**config.mk**
```make
export PLATFORM = sky130hd
export DESIGN_NAME = abc80_keyboard
export DESIGN_NICKNAME = d
export VERILOG_FILES = /design/src/rtl/abc80_kbd_pkg.sv /design/src/rtl/abc80_key_map.sv /design/src/rtl/abc80_keyboard.sv
export SDC_FILE = /design/constraint.sdc
export NUM_CORES = 1
export LEC_CHECK = 0
export BUFFER_PORTS_ARGS = -buffer_cell sky130_fd_sc_hd__buf_2
export CAP_MARGIN = 20
export CORE_MARGIN = 3
export CORE_UTILIZATION = 46
export CTS_CLUSTER_DIAMETER = 30
export DETAILED_ROUTE_END_ITERATION = 8
export GPL_TIMING_DRIVEN = 0
export MAX_ROUTING_LAYER = met4
export PLACE_DENSITY = 0.63
export SYNTH_ARGS = -nofsm -noshare
export SYNTH_HDL_FRONTEND = slang
export SYNTH_SLANG_ARGS = --single-unit
```
**constraint.sdc**
```tcl
create_clock -name CLK12 -period 1.6 [get_ports CLK12]
set_input_delay 0.16 -clock CLK12 [delete_from_list [all_inputs] [get_ports CLK12]]
set_output_delay 0.16 -clock CLK12 [all_outputs]
set_load 0.005 [all_outputs]
```
**src/rtl/abc80_kbd_pkg.sv**
```systemverilog
// rtl/abc80_kbd_pkg.sv - shared state type, scancode/ASCII constants and ctrl masking for the ABC80 keyboard
package abc80_kbd_pkg;

  typedef enum logic [1:0] {IDLE, LOOKUP, HELD} kbd_state_t;

  localparam logic [7:0] SC_LSHIFT = 8'h12;
  localparam logic [7:0] SC_RSHIFT = 8'h59;
  localparam logic [7:0] SC_CTRL   = 8'h14;

  localparam logic [6:0] CR  = 7'h0D;
  localparam logic [6:0] BS  = 7'h08;
  localparam logic [6:0] TAB = 7'h09;
  localparam logic [6:0] ESC = 7'h1B;

  function automatic logic [6:0] ctrl_mask(input logic [6:0] i_ascii);
    return i_ascii & 7'h1F;
  endfunction

endpackage

```
**src/rtl/abc80_key_map.sv**
```systemverilog
// rtl/abc80_key_map.sv - registered set-2 scancode to Swedish-ASCII map; output 0 means unmapped
module abc80_key_map
  import abc80_kbd_pkg::*;
(
  input  logic       i_clk,
  input  logic       i_rst,
  input  logic       i_ext,
  input  logic [6:0] i_code,
  input  logic       i_shift,
  output logic [6:0] o_ascii
);

  logic [6:0]  w_alpha;
  logic [13:0] w_pair;
  logic [6:0]  w_fixed;
  logic [6:0]  w_ascii;
  logic [6:0]  r_ascii;

  // Letters and åäö (Swedish-ASCII {|} / [\]) shift by clearing bit 5
  always_comb begin
    w_alpha = 7'h00;
    case (i_code)
      7'h1C: w_alpha = 7'h61; 7'h32: w_alpha = 7'h62; 7'h21: w_alpha = 7'h63; 7'h23: w_alpha = 7'h64;
      7'h24: w_alpha = 7'h65; 7'h2B: w_alpha = 7'h66; 7'h34: w_alpha = 7'h67; 7'h33: w_alpha = 7'h68;
      7'h43: w_alpha = 7'h69; 7'h3B: w_alpha = 7'h6A; 7'h42: w_alpha = 7'h6B; 7'h4B: w_alpha = 7'h6C;
      7'h3A: w_alpha = 7'h6D; 7'h31: w_alpha = 7'h6E; 7'h44: w_alpha = 7'h6F; 7'h4D: w_alpha = 7'h70;
      7'h15: w_alpha = 7'h71; 7'h2D: w_alpha = 7'h72; 7'h1B: w_alpha = 7'h73; 7'h2C: w_alpha = 7'h74;
      7'h3C: w_alpha = 7'h75; 7'h2A: w_alpha = 7'h76; 7'h1D: w_alpha = 7'h77; 7'h22: w_alpha = 7'h78;
      7'h35: w_alpha = 7'h79; 7'h1A: w_alpha = 7'h7A; 7'h52: w_alpha = 7'h7B; 7'h4C: w_alpha = 7'h7C;
      7'h54: w_alpha = 7'h7D;
      default: ;
    endcase
  end

  // Digits and punctuation: {unshifted, shifted} per Swedish layout
  always_comb begin
    w_pair = 14'h0000;
    case (i_code)
      7'h16: w_pair = {7'h31, 7'h21}; 7'h1E: w_pair = {7'h32, 7'h22}; 7'h26: w_pair = {7'h33, 7'h23};
      7'h25: w_pair = {7'h34, 7'h24}; 7'h2E: w_pair = {7'h35, 7'h25}; 7'h36: w_pair = {7'h36, 7'h26};
      7'h3D: w_pair = {7'h37, 7'h2F}; 7'h3E: w_pair = {7'h38, 7'h28}; 7'h46: w_pair = {7'h39, 7'h29};
      7'h45: w_pair = {7'h30, 7'h3D}; 7'h41: w_pair = {7'h2C, 7'h3B}; 7'h49: w_pair = {7'h2E, 7'h3A};
      7'h4A: w_pair = {7'h2D, 7'h5F};
      default: ;
    endcase
  end

  always_comb begin
    w_fixed = 7'h00;
    case (i_code)
      7'h5A: w_fixed = CR;
      7'h66: w_fixed = BS;
      7'h76: w_fixed = ESC;
      7'h29: w_fixed = 7'h20;
      default: ;
    endcase
  end

  always_comb begin
    w_ascii = 7'h00;
    if (i_ext) begin
      if (i_code == 7'h6B)      w_ascii = BS;
      else if (i_code == 7'h74) w_ascii = TAB;
    end else if (w_alpha != 7'h00) begin
      w_ascii = i_shift ? (w_alpha & 7'h5F) : w_alpha;
    end else if (w_pair != 14'h0000) begin
      w_ascii = i_shift ? w_pair[6:0] : w_pair[13:7];
    end else begin
      w_ascii = w_fixed;
    end
  end

  always_ff @(posedge i_clk or posedge i_rst) begin
    if (i_rst) r_ascii <= 7'h00;
    else       r_ascii <= w_ascii;
  end

  assign o_ascii = r_ascii;

endmodule

```
**src/rtl/abc80_keyboard.sv**
```systemverilog
// rtl/abc80_keyboard.sv - PS/2 key events to ABC80 keyboard port byte; typematic repeat under ABC80_KBD_TYPEMATIC_EN
module abc80_keyboard
  import abc80_kbd_pkg::*;
#(
  parameter int CLK_HZ          = 12_000_000,
  parameter int REPEAT_DELAY_MS = 500,
  parameter int REPEAT_RATE_MS  = 100
) (
  input  logic       CLK12,
  input  logic       RESET,
  input  logic       KEY_STROBE,
  input  logic       KEY_PRESSED,
  input  logic       KEY_EXTENDED,
  input  logic [7:0] KEY_CODE,
  input  logic       KEY_ACK,
  output logic [7:0] KB_DATA,
  output logic       KB_DOWN
);

  kbd_state_t r_state;
  logic       r_shift_l, r_shift_r, r_ctrl;
  logic [8:0] r_held;
  logic [7:0] r_kb_data;
  logic       r_kb_down;

  logic [8:0] w_key;
  logic       w_is_lshift, w_is_rshift, w_is_ctrl, w_is_mod;
  logic       w_make, w_new_key, w_held_break, w_mapped;
  logic [6:0] w_rom_ascii, w_char;

  assign w_key        = {KEY_EXTENDED, KEY_CODE};
  assign w_is_lshift  = !KEY_EXTENDED && (KEY_CODE == SC_LSHIFT);
  assign w_is_rshift  = !KEY_EXTENDED && (KEY_CODE == SC_RSHIFT);
  assign w_is_ctrl    = (KEY_CODE == SC_CTRL);
  assign w_is_mod     = w_is_lshift || w_is_rshift || w_is_ctrl;
  assign w_make       = KEY_STROBE && KEY_PRESSED && !w_is_mod;
  assign w_new_key    = w_make && (w_key != r_held);
  assign w_held_break = KEY_STROBE && !KEY_PRESSED && (w_key == r_held);

  // The map is fed the live event so its registered output lines up with LOOKUP
  abc80_key_map u_key_map (
    .i_clk   (CLK12),
    .i_rst   (RESET),
    .i_ext   (KEY_EXTENDED),
    .i_code  (KEY_CODE[6:0]),
    .i_shift (r_shift_l | r_shift_r),
    .o_ascii (w_rom_ascii)
  );

  assign w_mapped = !r_held[7] && (w_rom_ascii != 7'h00);
  assign w_char   = r_ctrl ? ctrl_mask(w_rom_ascii) : w_rom_ascii;

`ifdef ABC80_KBD_TYPEMATIC_EN
  localparam int TICK_DIV = (CLK_HZ / 1000 > 1) ? CLK_HZ / 1000 : 1;
  localparam int TW       = (TICK_DIV > 1) ? $clog2(TICK_DIV) : 1;

  logic [TW-1:0] r_ms_cnt;
  logic [15:0]   r_rep;
  logic          w_tick;

  assign w_tick = (r_ms_cnt == TW'(TICK_DIV - 1));

  always_ff @(posedge CLK12 or posedge RESET) begin
    if (RESET)       r_ms_cnt <= '0;
    else if (w_tick) r_ms_cnt <= '0;
    else             r_ms_cnt <= r_ms_cnt + TW'(1);
  end
`else
  logic w_unused_params;
  assign w_unused_params = ^{CLK_HZ[0], REPEAT_DELAY_MS[0], REPEAT_RATE_MS[0]};
`endif

  always_ff @(posedge CLK12 or posedge RESET) begin
    if (RESET) begin
      r_state   <= IDLE;
      r_shift_l <= 1'b0;
      r_shift_r <= 1'b0;
      r_ctrl    <= 1'b0;
      r_held    <= '0;
      r_kb_data <= 8'h00;
      r_kb_down <= 1'b0;
`ifdef ABC80_KBD_TYPEMATIC_EN
      r_rep     <= 16'd0;
`endif
    end else begin
      if (KEY_STROBE && w_is_lshift) r_shift_l <= KEY_PRESSED;
      if (KEY_STROBE && w_is_rshift) r_shift_r <= KEY_PRESSED;
      if (KEY_STROBE && w_is_ctrl)   r_ctrl    <= KEY_PRESSED;

      // A delivery later in this block overrides the ack
      if (KEY_ACK) r_kb_data[7] <= 1'b0;

      case (r_state)
        IDLE: begin
          if (w_make) begin
            r_held  <= w_key;
            r_state <= LOOKUP;
          end
        end
        LOOKUP: begin
          if (w_mapped) begin
            r_kb_data <= {1'b1, w_char};
            r_kb_down <= 1'b1;
`ifdef ABC80_KBD_TYPEMATIC_EN
            r_rep     <= 16'(REPEAT_DELAY_MS);
`endif
            r_state   <= HELD;
          end else begin
            r_kb_down <= 1'b0;
            r_state   <= IDLE;
          end
        end
        HELD: begin
          if (w_new_key) begin
            r_held  <= w_key;
            r_state <= LOOKUP;
          end else if (w_held_break) begin
            r_kb_down <= 1'b0;
            r_state   <= IDLE;
          end
`ifdef ABC80_KBD_TYPEMATIC_EN
          else if (w_tick) begin
            if (r_rep <= 16'd1) begin
              r_kb_data <= {1'b1, r_kb_data[6:0]};
              r_rep     <= 16'(REPEAT_RATE_MS);
            end else begin
              r_rep <= r_rep - 16'd1;
            end
          end
`endif
        end
        default: r_state <= IDLE;
      endcase
    end
  end

  assign KB_DATA = r_kb_data;
  assign KB_DOWN = r_kb_down;

endmodule

```
## After elaboration in Yosys (flattened, before gate mapping)

Index checks and enable logic that the tools add are counted.

| storage, ports and cells | value |
|---|---|
| register bits after elaboration | 30 |
| bits in latches | 0 |
| memory bits (writable) | 0 |
| ROM bits | 0 |
| logic and storage cells | 123 |
| memories | 0 |

| cells by class | value |
|---|---|
| add/sub/neg operators | 0 |
| multipliers | 0 |
| divide/modulo/power cells | 0 |
| order comparisons | 0 |
| equality and inequality tests | 60 |
| shifts and indexed selects | 0 |
| mux-type cells | 26 |
| bitwise operators | 1 |
| reduce and logical (&&, ||, !) cells | 27 |

Operator list:

| cell | count |
|---|---|
| one-hot mux 7 bit (29 select lines) | 1 |
| one-hot mux 13 bit (13 select lines) | 1 |
| == test 7 x 6 -> 1 bit (second input constant) | 23 |
| == test 7 bit (second input constant) | 18 |
| == test 7 x 5 -> 1 bit (second input constant) | 7 |
| 2-to-1 mux 7 bit | 6 |
| one-hot mux 6 bit (4 select lines) | 1 |
| 2-to-1 mux 9 bit | 2 |
| one-hot mux 9 bit (2 select lines) | 1 |
| == test 8 x 5 -> 1 bit (second input constant) | 2 |
| 2-to-1 mux 8 bit | 2 |
| nonzero test 14 bit | 1 |
| nonzero test 7 bit | 2 |
| logical AND 1 bit | 11 |
| == test 9 bit | 1 |
| inequality test 9 bit | 1 |
| == test 8 x 7 -> 1 bit (second input constant) | 1 |
| 2-to-1 mux 2 bit | 4 |
| inequality test 2 bit (second input constant) | 4 |
| 2-to-1 mux 6 bit | 1 |
| one-hot mux 2 bit (3 select lines) | 1 |
| AND reduction 3 bit | 2 |
| zero test 1 bit | 4 |
| 2-to-1 mux 1 bit | 4 |
| 10 further kinds | 13 |

## Longest topological paths before layout

Gate-level depths: netlist (run 1).

| depth | value |
|---|---|
| depth in word-level cells | 9 |
| depth in mapped cells | 9 |

## By module

Synthesis (run 1) repeated with hierarchy kept, for this count alone.

| second synthesis, totals | value |
|---|---|
| cell total of the unflattened synthesis | 274 |
| area total of the unflattened synthesis | 2391.0 um2 |

Modules (own cells, without submodules):

| module | instances | cells each | area each (um2) |
|---|---|---|---|
| abc80_key_map | 1 | 178 | 1227.4 |
| abc80_keyboard | 1 | 96 | 1163.6 |

## Least setup slack after synthesis (run 1)

Ideal clock, no wire load.

| timing | value |
|---|---|
| path type | reg2reg |
| start point | register r_held[7] |
| end point | register r_held[0] |
| arrival time | 1.586 ns |
| setup slack | -0.110 ns |
| stages on the path, launching flop included | 7 |
| buffers on the path | 0 |
| clock period less this slack | 1.710 ns |
| cells stage by stage | dfrtp_1 > xnor2_1 > nand3_1 > nor4_2 > a21oi_2 > nand4b_4 > mux2_2 |

| between the ends | value |
|---|---|
| word-level cells in the longest chain between the ends | 4 |

Ends and longest elaborated chain:

| item | line | RTL |
|---|---|---|
| start: declaration | abc80_keyboard.sv:22 | `logic [8:0] r_held;` |
| start signal: assignment | abc80_keyboard.sv:96 | `r_held <= w_key;` |
| start signal: assignment | abc80_keyboard.sv:115 | `r_held <= w_key;` |
| inequality test 9 bit | abc80_keyboard.sv:37 | `assign w_new_key = w_make && (w_key != r_held);` |
| logical AND 1 bit | abc80_keyboard.sv:37 |  |
| inequality test 2 bit (no line) | - |  |
| AND reduction 3 bit (no line) | - |  |

Every way passes these cells.
A chain may end at the register's enable or synchronous reset.

## Final worst setup path (run 1)

| timing | value |
|---|---|
| start point | register r_held[7] |
| end point | register r_held[7] |

The elaborated chain is that of the path after synthesis.

==> results.cfg, run 1 <==
[finish]
area_growth_pct = 29.72
num_antenna_cells = 0
fin_nets = 352
finalInstanceArea_sq_um = 3217
drive_gt1_share_pct = 38.05
fin_util_pct = 62.19
fin_cells = 409

[worst_setup_path]
cp-end-kind = register
worst-path-buf-inv = 0
crit_chain = xnor2_2 > nand3_2 > nor4_4 > a21oi_4 > nand4b_4 > mux2_4
worstPathArrival_ns = 1.91
start_kind = register
required_ns = 1.76
cp_max_fo = 5
worstSetupPathType = register to register
path_delay_family = simple AND/OR/NAND/NOR gates
reg2reg_depth = 6
cp_slowest_cell = dfrtp_2
cp_num_cells = 6
critPathMaxStageDelay_ns = 0.43

[logic_synthesis]
postSynthAreaPerCell_sq_um = 8.493
netlist_area_sq_um = 2480
yosys.area.top_type = dfrtp_1
yosys.area.top_type_share_pct = 30.27
synth_common_cells = dfrtp_1 (30), nor2_1 (22), a21oi_1 (18), mux2_2 (18), buf_2 (16)
synth-seq-cells = 30
synth_ff_type = dfrtp_1
yosysSeqAreaShare_pct = 30.27
async_flop_share_pct = 100.0
synth_edf_count = 0
yosysWarnings = 0
synth_cell_type_count = 62
synth_area_leaders = dfrtp_1 (30%), mux2_2 (8.2%), a21oi_1 (3.6%), xnor2_1 (3.5%), nor2_1 (3.3%)
yosys.cell_count.top_type = dfrtp_1
synth_cells = 292
synth_nets = 306

[timing]
relSlewSlack_pct = 67.39
final.setup.worst_slack_ns = -0.1476
drv_slew = 0
rsz0062_at_grt = true
min_period_over_period_pct = 109.2
finClkSkew_ns = 0.002800
setup_viol = 12
finalSetupTns_ns = -1.317
worst_pin_slew_ns = 0.4881
finalHoldViolCount = 0
fin_crit_ns = 1.748
fmax_ghz = 0.5722

[power]
ir_drop_mv = 0.4469
total_power_uw = 2401
power_density_nw_per_um2 = 746.4
leakage_uw = 0.001358

[clocking]
clk_latency_ns = 0.28
ctsHtreeMaxLevel = 2
cts.clk_slew.worst_paths_ns = 0.07
clock-sinks = 30
cts_tree = yes
cts-buffers-inserted = 5
clockRootBuffer = clkbuf_8
cts_max_path_buffers = 2

[route]
ant_nets = 0
post-route-drc-count = 0
via_count = 2621
wire_per_inst_microns = 20.10
drt-initial-drc-count = 206
drt-total-wl_mm = 8.222
dr.pass1.iters = 5
routed_via_density = 6.408

[die]
num_io_pins = 23
coreArea_sq_um = 5172
rows = 26
die_h_microns = 79.43
die_area_sq_um = 6308
die_w_microns = 79.43
initial_core_util_pct = 47.94

[placement]
dpl_cell_area_sq_um = 2724
hpwl_mm = 5.578
port-buffer-count = 18
place_inst = 381
gp_congestion = 0.9810

[grt]
grt_first_pass_wirelength_mm = 12.84
antenna_found_initial = 0
grt_pass1_vias = 2499
grt_max_degree = 25
gr-usage-all-layers_pct = 26.87
overflow = 0

[run]
maxCapViolCount = 0

[status]
outcome = finished with violations
violations = negative setup slack

[min_path]
worstHoldPathType = primary input to register
hold_depth = 3
-- tightest hold or removal path, stage by stage --
cell and delay [ns]:
buf_2 0.09, inv_1 0.04, a21o_1 0.10
-- where the power goes --
| part | internal [uW] | leakage, uW | total (uW) | switching [uW] |
|---|---|---|---|---|
| logic | 400 | 0.000925 | 800 | 400 |
| clock network | 345 | 0.0000472 | 640 | 295 |
| registers | 880 | 0.000386 | 961 | 80.5 |
-- metrics by stage --
step	setup slack [ns]	hold slack, ns
final	-0.1476	0.1452
after global routing	-0.2239	0.1930
after CTS	-0.1900	0.1444
after detailed placement	-0.4716	0.1426
after global placement	-0.5670	0.4275
after floorplan	-0.05610	0.2508
-- placed cells by master (no fill, tap or decap), drive strengths merged, types with 8 or more instances in the layout --
cell and count:
o21ai 13, nand3 12, clkbuf 15, inv 8, nor2b 12, mux2 18
buf 54, a21oi 19, nand2 15, xnor2 10, nor2 22, nand2b 12
dfrtp 30, nor3 13
-- kinds of logic after synthesis --
family          Yosys count  synth area share, %
buf+inv                  34                7.316
mux                      19                8.577
compound gates           76                21.19
flops                    30                30.27
simple gates            121                28.41
xor+xnor                 12                4.238
-- path summary, 6_finish.rpt --
| kind | startpoint | to | slack (ns) |
|---|---|---|---|
| max | r_held[7] | r_held[7] | -0.15 |
| min | KEY_ACK | KB_DATA[7] | 0.15 |
| max reg2reg | r_held[7] | r_held[7] | -0.15 |
| min reg2reg | KB_DATA[7] | KB_DATA[7] | 0.48 |
| max in group asynchronous | RESET | r_held[7] | 0.77 |
| min in group asynchronous | RESET | KB_DATA[6] | 0.39 |
-- final cells by class --
class                      count  area [sq um]
sequential                    30         752.0
multi-input combinational    229          1797
clock inverter                 2         12.51
clock buffer                   6         82.58
tap                           70         87.58
inverter                       8         30.03
timing repair buffer          39         270.3
fill                         450          1956
buffer                        25         185.2
-- sequential cells by signal (all words and copies together), names as in the netlist --
register,cells
r_held,9
KB_DATA,8
u_key_map.o_ascii,7
r_state,2
KB_DOWN,1
r_ctrl,1
r_shift_l,1
r_shift_r,1
-- routing by layer --
metal  up-vias  GRT usage, %  part of all wire [%]
li1       1167             -                     -
met1      1232         35.10                    41
met2       186         41.49                    46
met3        36         3.725                   8.8
met4         0         12.03                   4.0
met5         -             -                     0
-- what timing repair did --
action                                  in CTS  in global routing
hold buffers                                 1                  0
gates resized for setup                     17                 43
cloned                                       1                  0
pin swaps                                   14                 14
buffers inserted                             3                 17
endpoints found under the setup margin      15                 20
hold endpoints to repair                     6                  0
No activity file was read; power rests on OpenSTA's default activity.
==> run 2: changes to the inputs <==
Settings changed: CORE_ASPECT_RATIO set to 0.8.
==> run 2 against run 1 <==
- the run still ends with negative setup slack left
- hold slack better by 0.0015 ns
- clock power decreased by 1%
- first-iteration DRC count is 24% higher
- utilization grew 0.32 points
- design area down 1.0%
- sequential share of layout area up 0.20 points
- count of clock-buffer cells in the layout up 1
- critical path depth is the same
- combinational power is 2.9% lower
- non-clock buffer count down 1
- fmax is 0.41% higher
- setup slack improved by 0.0072 ns
- critical path type unchanged
- largest cell class unchanged
- highest routed layer unchanged
==> results.cfg, run 2 (synthesis gave the netlist of run 1 again) <==
[route]
maxUsedRoutingLayer = met4
ant_nets = 0
via_count = 2594
drt-total-wl_mm = 8.369
wl_met1_mm = 3.802
post-route-drc-count = 0
wire_per_inst_microns = 20.92
drt-initial-drc-count = 256
wl_met2_mm = 3.520
routed_via_density = 6.485
route.met3.wl_microns = 900
dr.pass1.iters = 5

[clocking]
cts.clk_slew.worst_paths_ns = 0.07
ctsHtreeMaxLevel = 2
clock-sinks = 30
cts-buffers-inserted = 5
clockRootBuffer = clkbuf_8
cts_tree = yes
clk_latency_ns = 0.28
cts_max_path_buffers = 2

[finish]
finalInstanceArea_sq_um = 3184
regMostFlops = r_held
largest_reg_flops = 9
num_antenna_cells = 0
area.sequential_sq_um = 750.7
multiInputGateArea_sq_um = 1750
fin_util_pct = 62.52
final_cell_mix = dfrtp_1 (30), buf_2 (24), nor2_1 (21)
fillers = 434
final_common_cell = dfrtp_1
fin_nets = 351
drive_gt1_share_pct = 36.39
area_growth_pct = 28.41

[power]
intPower_uw = 1607
ir_drop_mv = 0.4961
power_frac_comb_pct = 32.9
leakage_uw = 0.001338
total_power_uw = 2361
swShare_pct = 31.96
power_density_nw_per_um2 = 741.5
switching_power_uw = 754.6
seq_power_share_pct = 40.4
p_clk_share_pct = 26.7

[min_path]
worstHoldPathType = primary input to register

[timing]
setup_viol = 12
finalHoldViolCount = 0
rsz0062_at_grt = true
final.setup.worst_slack_ns = -0.1404
worst_pin_slew_ns = 0.5036
min_period_over_period_pct = 108.8
finClkSkew_ns = 0.004719
fin_crit_ns = 1.740
fmax_ghz = 0.5746
drv_slew = 0
relSlewSlack_pct = 66.36

[run]
maxCapViolCount = 0

[worst_setup_path]
critPathMaxStageDelay_ns = 0.41
worstPathArrival_ns = 1.91
worst-path-buf-inv = 0
cp_slowest_cell = dfrtp_1
cp_max_fo = 5
path_delay_family = simple AND/OR/NAND/NOR gates
crit_chain = xnor2_1 > nand3_1 > nor4_4 > a21oi_2 > nand4b_4 > mux2_4
start_kind = register
worstSetupPathType = register to register
required_ns = 1.77
cp-end-kind = register

[die]
initial_core_util_pct = 48.69
coreArea_sq_um = 5094
rows = 23
die_w_microns = 88.09
die_area_sq_um = 6313
die_h_microns = 71.67
num_io_pins = 23

[status]
outcome = finished with violations
violations = negative setup slack

[placement]
dpl_cell_area_sq_um = 2714
gp_congestion = 0.9900
hpwl_mm = 5.754
port-buffer-count = 18

[grt]
overflow = 0
grt_first_pass_wirelength_mm = 12.81
gr-usage-all-layers_pct = 27.25
antenna_found_initial = 0
grt_max_degree = 25
grt_pass1_vias = 2334
[run 2: through the flow]
step	instances	setup WS (ns)	TNS, ns	hold slack, ns
after detailed placement	373	-0.4803	-5.579	0.1265
final	400	-0.1404	-1.215	0.1467
after global routing	400	-0.2389	-2.393	0.1682
after global placement	372	-0.5234	-5.555	0.4289
after CTS	386	-0.1984	-1.592	0.1433
after floorplan	292	-0.05610	-0.3597	0.2508
[run 2: area by class of cell]
cell class	count	share of cell area, %
Sequential cell	30	23.58
Buffer	26	6.444
Multi-Input combinational cell	229	54.97
Clock inverter	1	0.1572
Inverter	8	1.061
Timing Repair Buffer	37	8.644
Clock buffer	7	2.711
Tap cell	62	2.436
[run 2: power groups by stage]
stage          Clock (uW)  Sequential (uW)  Combinational, uW
6_report              631              954                777
5_1_grt               668              968                833
4_1_cts               637              953                694
3_5_place_dp            0              963                649
3_3_place_gp            0              959                645
2_1_floorplan           0              958                441
[run 2: path summary, 6_finish.rpt]
check	endpoint	cells past startpoint	startpoint	slack (ns)
worst max-delay path	r_held[0]	6	r_held[7]	-0.14
worst min-delay path	KB_DATA[7]	3	KEY_ACK	0.15
worst max register to register	r_held[0]	6	r_held[7]	-0.14
worst min register to register	KB_DATA[7]	1	KB_DATA[7]	0.49
max in group asynchronous	r_shift_l	4	RESET	0.80
min in group asynchronous	KB_DATA[7]	3	RESET	0.37
[run 2: routing by layer]
metal,GRT usage [%],vias up
met5,-,-
met4,5.201,0
met3,7.586,30
met2,36.96,155
met1,40.59,1250
li1,-,1159
[run 2: worst reg2reg max path, delay by kind of cell (launching register included)]
family,cells,cell delay [ns]
and+or+nand+nor,3,0.60
DFF,1,0.41
muxes,1,0.32
xor gates and xnor gates,1,0.16
AOI/OAI and AO/OA,1,0.14
[run 2: what timing repair did]
action	4_1_cts	5_1_grt
pin swaps	10	14
gates cloned	1	1
setup endpoints to repair	21	22
hold buffers	1	0
buffers inserted	3	15
resized for setup	20	42
endpoints found under the hold margin	6	0
